--- config.mk ---
export PLATFORM = sky130hd
export DESIGN_NAME = spm_program_loader
export DESIGN_NICKNAME = d
export VERILOG_FILES = /design/src/rtl/spm_program_loader.sv
export SDC_FILE = /design/constraint.sdc
export NUM_CORES = 1
export LEC_CHECK = 0
export CAP_MARGIN = 20
export CORE_MARGIN = 4
export CORE_UTILIZATION = 50
export CTS_CLUSTER_SIZE = 20
export DETAILED_ROUTE_END_ITERATION = 12
export PLACE_DENSITY = 0.75
export REMOVE_ABC_BUFFERS = 1
export SYNTH_ARGS = -nofsm -noshare
export SYNTH_HDL_FRONTEND = slang
export SYNTH_SLANG_ARGS = --single-unit
--- constraint.sdc ---
create_clock -name clk -period 2.47 [get_ports clk]
set_clock_uncertainty 0.15 [all_clocks]
set_input_delay 0.247 -clock clk [delete_from_list [all_inputs] [get_ports clk]]
set_output_delay 0.247 -clock clk [all_outputs]
set_load 0.1 [all_outputs]
--- src/rtl/spm_program_loader.sv ---
// spm_program_loader: streams a length-prefixed program from a host byte
// interface into a 256-byte program memory, then releases the processor reset.
// Stream: length byte L (0 means 256), then L program bytes.
// Optional macro LOADER_CHECKSUM_EN adds a trailing checksum byte. The length
// byte, the program bytes and the checksum byte must sum to 0x00 mod 256, or
// the load ends in the error state.
module spm_program_loader #(
  parameter int unsigned FIFO_DEPTH = 4,
  parameter int unsigned ADDR_W     = 8
) (
  input  logic              clk,
  input  logic              rst,
  input  logic              start,
  input  logic              in_valid,
  input  logic [7:0]        in_data,
  output logic              in_ready,
  output logic              mem_we,
  output logic [ADDR_W-1:0] mem_addr,
  output logic [7:0]        mem_wdata,
  output logic              cpu_rst_n,
  output logic              busy,
  output logic              done,
  output logic              err,
  output logic [ADDR_W:0]   byte_count
);

  localparam int unsigned PW = $clog2(FIFO_DEPTH);
  localparam int unsigned CW = PW + 1;

  localparam logic [2:0] ST_IDLE = 3'd0;
  localparam logic [2:0] ST_LEN  = 3'd1;
  localparam logic [2:0] ST_DATA = 3'd2;
  localparam logic [2:0] ST_RUN  = 3'd4;
`ifdef LOADER_CHECKSUM_EN
  localparam logic [2:0] ST_CHK  = 3'd3;
  localparam logic [2:0] ST_ERR  = 3'd5;
`endif

  logic [2:0]        state;
  logic [7:0]        fifo_mem [FIFO_DEPTH];
  logic [PW-1:0]     wptr;
  logic [PW-1:0]     rptr;
  logic [CW-1:0]     fcount;
  logic              fifo_full;
  logic              fifo_empty;
  logic              push;
  logic              pop;
  logic [7:0]        head;
  logic [8:0]        remaining;
  logic [ADDR_W-1:0] addr;

  assign fifo_full  = (fcount == CW'(FIFO_DEPTH));
  assign fifo_empty = (fcount == '0);
  assign head       = fifo_mem[rptr];

`ifdef LOADER_CHECKSUM_EN
  logic [7:0] sum;
  logic [7:0] chk_total;
  assign chk_total = sum + head;
  assign busy = (state == ST_LEN) || (state == ST_DATA) || (state == ST_CHK);
  assign err  = (state == ST_ERR);
`else
  assign busy = (state == ST_LEN) || (state == ST_DATA);
  assign err  = 1'b0;
`endif

  assign done     = (state == ST_RUN);
  assign in_ready = busy && !fifo_full;
  // start wins over any transfer on the same edge; the presented byte is lost.
  assign push     = in_valid && in_ready && !start;
  assign pop      = busy && !fifo_empty && !start;

  // Byte storage; validity is tracked by the occupancy count, so no reset.
  always_ff @(posedge clk) begin
    if (push) fifo_mem[wptr] <= in_data;
  end

  // FIFO pointers and occupancy; start flushes.
  always_ff @(posedge clk or negedge rst) begin
    if (!rst) begin
      wptr   <= '0;
      rptr   <= '0;
      fcount <= '0;
    end else if (start) begin
      wptr   <= '0;
      rptr   <= '0;
      fcount <= '0;
    end else begin
      if (push) wptr <= wptr + 1'b1;
      if (pop)  rptr <= rptr + 1'b1;
      if (push && !pop)      fcount <= fcount + 1'b1;
      else if (pop && !push) fcount <= fcount - 1'b1;
    end
  end

  // Load sequencer, registered memory write port and processor reset hold.
  always_ff @(posedge clk or negedge rst) begin
    if (!rst) begin
      state      <= ST_IDLE;
      remaining  <= '0;
      addr       <= '0;
      mem_we     <= 1'b0;
      mem_addr   <= '0;
      mem_wdata  <= '0;
      cpu_rst_n  <= 1'b0;
      byte_count <= '0;
`ifdef LOADER_CHECKSUM_EN
      sum        <= '0;
`endif
    end else begin
      mem_we    <= 1'b0;
      // Registered from the state so release lands one cycle after the last write.
      cpu_rst_n <= (state == ST_RUN) && !start;
      if (start) begin
        state      <= ST_LEN;
        byte_count <= '0;
`ifdef LOADER_CHECKSUM_EN
        sum        <= '0;
`endif
      end else if (pop) begin
        case (state)
          ST_LEN: begin
            remaining  <= (head == 8'h00) ? 9'd256 : {1'b0, head};
            addr       <= '0;
            byte_count <= '0;
            state      <= ST_DATA;
`ifdef LOADER_CHECKSUM_EN
            sum        <= head;
`endif
          end
          ST_DATA: begin
            mem_we     <= 1'b1;
            mem_addr   <= addr;
            mem_wdata  <= head;
            addr       <= addr + 1'b1;
            byte_count <= byte_count + 1'b1;
            remaining  <= remaining - 1'b1;
`ifdef LOADER_CHECKSUM_EN
            sum        <= sum + head;
            if (remaining == 9'd1) state <= ST_CHK;
`else
            if (remaining == 9'd1) state <= ST_RUN;
`endif
          end
`ifdef LOADER_CHECKSUM_EN
          ST_CHK: begin
            sum   <= chk_total;
            state <= (chk_total == 8'h00) ? ST_RUN : ST_ERR;
          end
`endif
          default: ;
        endcase
      end
    end
  end

endmodule

==> impl_metrics.tcl <==
set metrics [dict create \
    final_cell_mix "nand2_1, dfrtp_1, buf_4" \
    cts.sinks 86 \
    synth.top_cell.area_share_pct 33.79 \
    n_antenna_cell 0 \
    synth_top_area_cell "dfrtp_1" \
    clockRootBuffer "clkbuf_8" \
    numCtsBuffers 9 \
    grt_pass1_wl_um 13540 \
    fin_crit_sh_pct 93.12 \
    crit_arrival_ps 2390 \
    fp.dieW_um 97.43 \
    status "finished clean" \
    grt_pass1_vias 2815 \
    p_leak_nw 2.036 \
    period_needed_ps 2300 \
    wl_um 7922 \
    p_per_area_nw_per_um2 1121 \
    dieHeight_um 97.43 \
    startpoint_type "flip-flop" \
    core-area_um2 7767 \
    htree_levels 3 \
    hold_slack_ps 329.1 \
    timing.critical_path.fanout_max 8 \
    slew_headroom_pct 54.16 \
    path_class "flip-flop to flip-flop" \
    yosys_warnings 0 \
    cap_violations 0 \
    drt_iter0_drc 109 \
    synth_seq_cells 86 \
    via_per_inst 5.531 \
    portBuffers 41 \
    synthTopCellsByArea "dfrtp_1, edfxtp_1, nand2_1" \
    drive_above_1_share_pct 19.70 \
    power_w 0.005305 \
    detail_route.first_pass.iterations 4 \
    die-area_um2 9493 \
    io_pins 43 \
    clk_path_buf_depth 2 \
    end_kind "flip-flop" \
    antenna_found_initial 0 \
    routabilityCongestion 0.8224 \
    ys_seq_area_share_pct 57.82 \
    cts_tree "yes" \
    grt_overflow 0 \
    wl_per_cell_um 15.59 \
    start_util_pct 51.48 \
    clkLatencyLatePin_ps 350 \
    grt_start_max_net_pins 55 \
    synth_edf_count 32 \
    final_common_cell "nand2_1" \
    area_delta_synth_final_pct 18.37 \
    detail-route-antenna-nets 0 \
    async_reset_ff_share_pct 62.79 \
    syn_avg_cell_area_um2 11.43 \
    num_vias 2810 \
    dp_hpwl_um 5584 \
    tightest_slew_ps 687.6 \
    critPathRequiredTime_ps 2560 \
    synth_area_um2 3999 \
    rsz0062_at_grt "no" \
    hold_violations 0 \
    ir_drop_uv 463.4 \
    grt_usage_pct 17.47 \
    fin_nets 422 \
    clkTransAtPathRegs_ps 90 \
    setup_viol_count_final 0 \
    ys.flop_type "dfrtp_1" \
    drc 0 \
    slew_viol_final 0 \
    num_rows 32 \
    fmax_mhz 434.8 \
    synthCells 350 \
    synth.distinct_cells 56 \
    hold_path.class "flip-flop to flip-flop" \
]
-- flip-flops by register name, summed over array words and instances (netlist names), 2 cells and up --
signal,flops
mem_addr,8
state,3
fcount,3
wptr,2
rptr,2
addr,8
mem_wdata,8
byte_count,9
remaining,9
fifo_mem,32
-- report_power, final --
part | leakage (nW) | switching, W | internal [W]
clock | 0.0964 | 0.000520 | 0.000477
sequential | 1.01 | 0.000223 | 0.00173
combinational | 0.929 | 0.00157 | 0.000783
total | 2.04 | 0.00231 | 0.00299
-- per-stage QoR --
step                instance area [um2]  TNS (ps)  utilization, %  cells  setup slack (ps)
floorplan                          3904     -1929               -    332            -927.9
global placement                   4519         0           58.18    491             222.1
detailed placement                 4519         0           58.18    491             135.7
CTS                                4727         0           60.86    508             96.91
global route                       4733         0           60.94    508             7.758
finish                             4733         0           60.94    508             169.8
-- cell type report --
class,count,area (um2)
Inverter,18,67.56
Timing Repair Buffer,58,498.0
Fill cell,632,3034
Multi-Input combinational cell,228,1529
Clock inverter,6,70.07
Clock buffer,10,127.6
Tap cell,102,127.6
Sequential cell,86,2313
-- critical path, cell delays in order (launching register included) --
cell,delay (ps)
dfrtp_1,520
xnor2_4,220
o31ai_1,350
nor2_1,100
fa_1,510
nor2_1,50
mux2_1,290
-- routing by layer --
metal / vias to the layer above / GRT usage, % / wire (um)
li1: 1356 / - / -
met1: 1385 / 23.24 / 3611
met2: 63 / 28.62 / 3898
met3: 6 / 3.948 / 337
met4: 0 / 5.431 / 74
met5: - / 0 / 0
-- synthesized netlist by cell type, types with 2 or more instances --
cell type and n:
edfxtp_1 32, a31oi_1 3, xor2_1 3, ha_1 8
o21a_1 3, and3_1 6, clkbuf_1 6, a211oi_1 2
mux2_1 2, dfrtp_1 54, o22ai_1 2, mux4_2 8
a21oi_1 13, nand4_1 6, or3_1 6, nand2_1 54
and2_1 2, nor3_1 9, a22o_1 2, a21o_1 5
nor3b_1 9, o21ai_0 21, or3b_2 2, mux2i_1 3
nor4_1 5, inv_1 16, nand4b_1 2, xnor2_1 3
buf_2 7, nand3_1 9, nor2_1 20, buf_4 3
-- logic make-up (layout without fill, tap and decap cells) --
logic type,count (synthesis),count (layout),synth area share (%)
DFF,86,86,57.82
other,1,1,0.09378
xor gates and xnor gates,7,7,2.003
muxes,13,13,5.820
adders and majority gates,9,9,3.004
and+or+nand+nor,135,135,17.27
AOI/OAI and AO/OA,63,63,9.919
buffers and inverters,36,92,4.067
-- timing repair --
item                                   CTS  global route
setup buffers                            0             0
setup endpoints to repair                0             3
gates resized for setup                  0             2
endpoints found under the hold margin   54             0
hold buffers                             1             0
-- path summary, 6_finish.rpt --
| path | start | to | slack [ps] | cells after the start |
|---|---|---|---|---|
| max in group asynchronous | rst | state[2] | 1270 | 3 |
| min reg2reg | mem_addr[4] | mem_addr[4] | 330 | 2 |
| min | mem_addr[4] | mem_addr[4] | 330 | 2 |
| max | state[1] | fcount[1] | 170 | 6 |
| min in group asynchronous | rst | mem_addr[0] | 420 | 3 |
| max reg2reg | state[1] | fcount[1] | 170 | 6 |
Power figures use the tool's default switching activity.
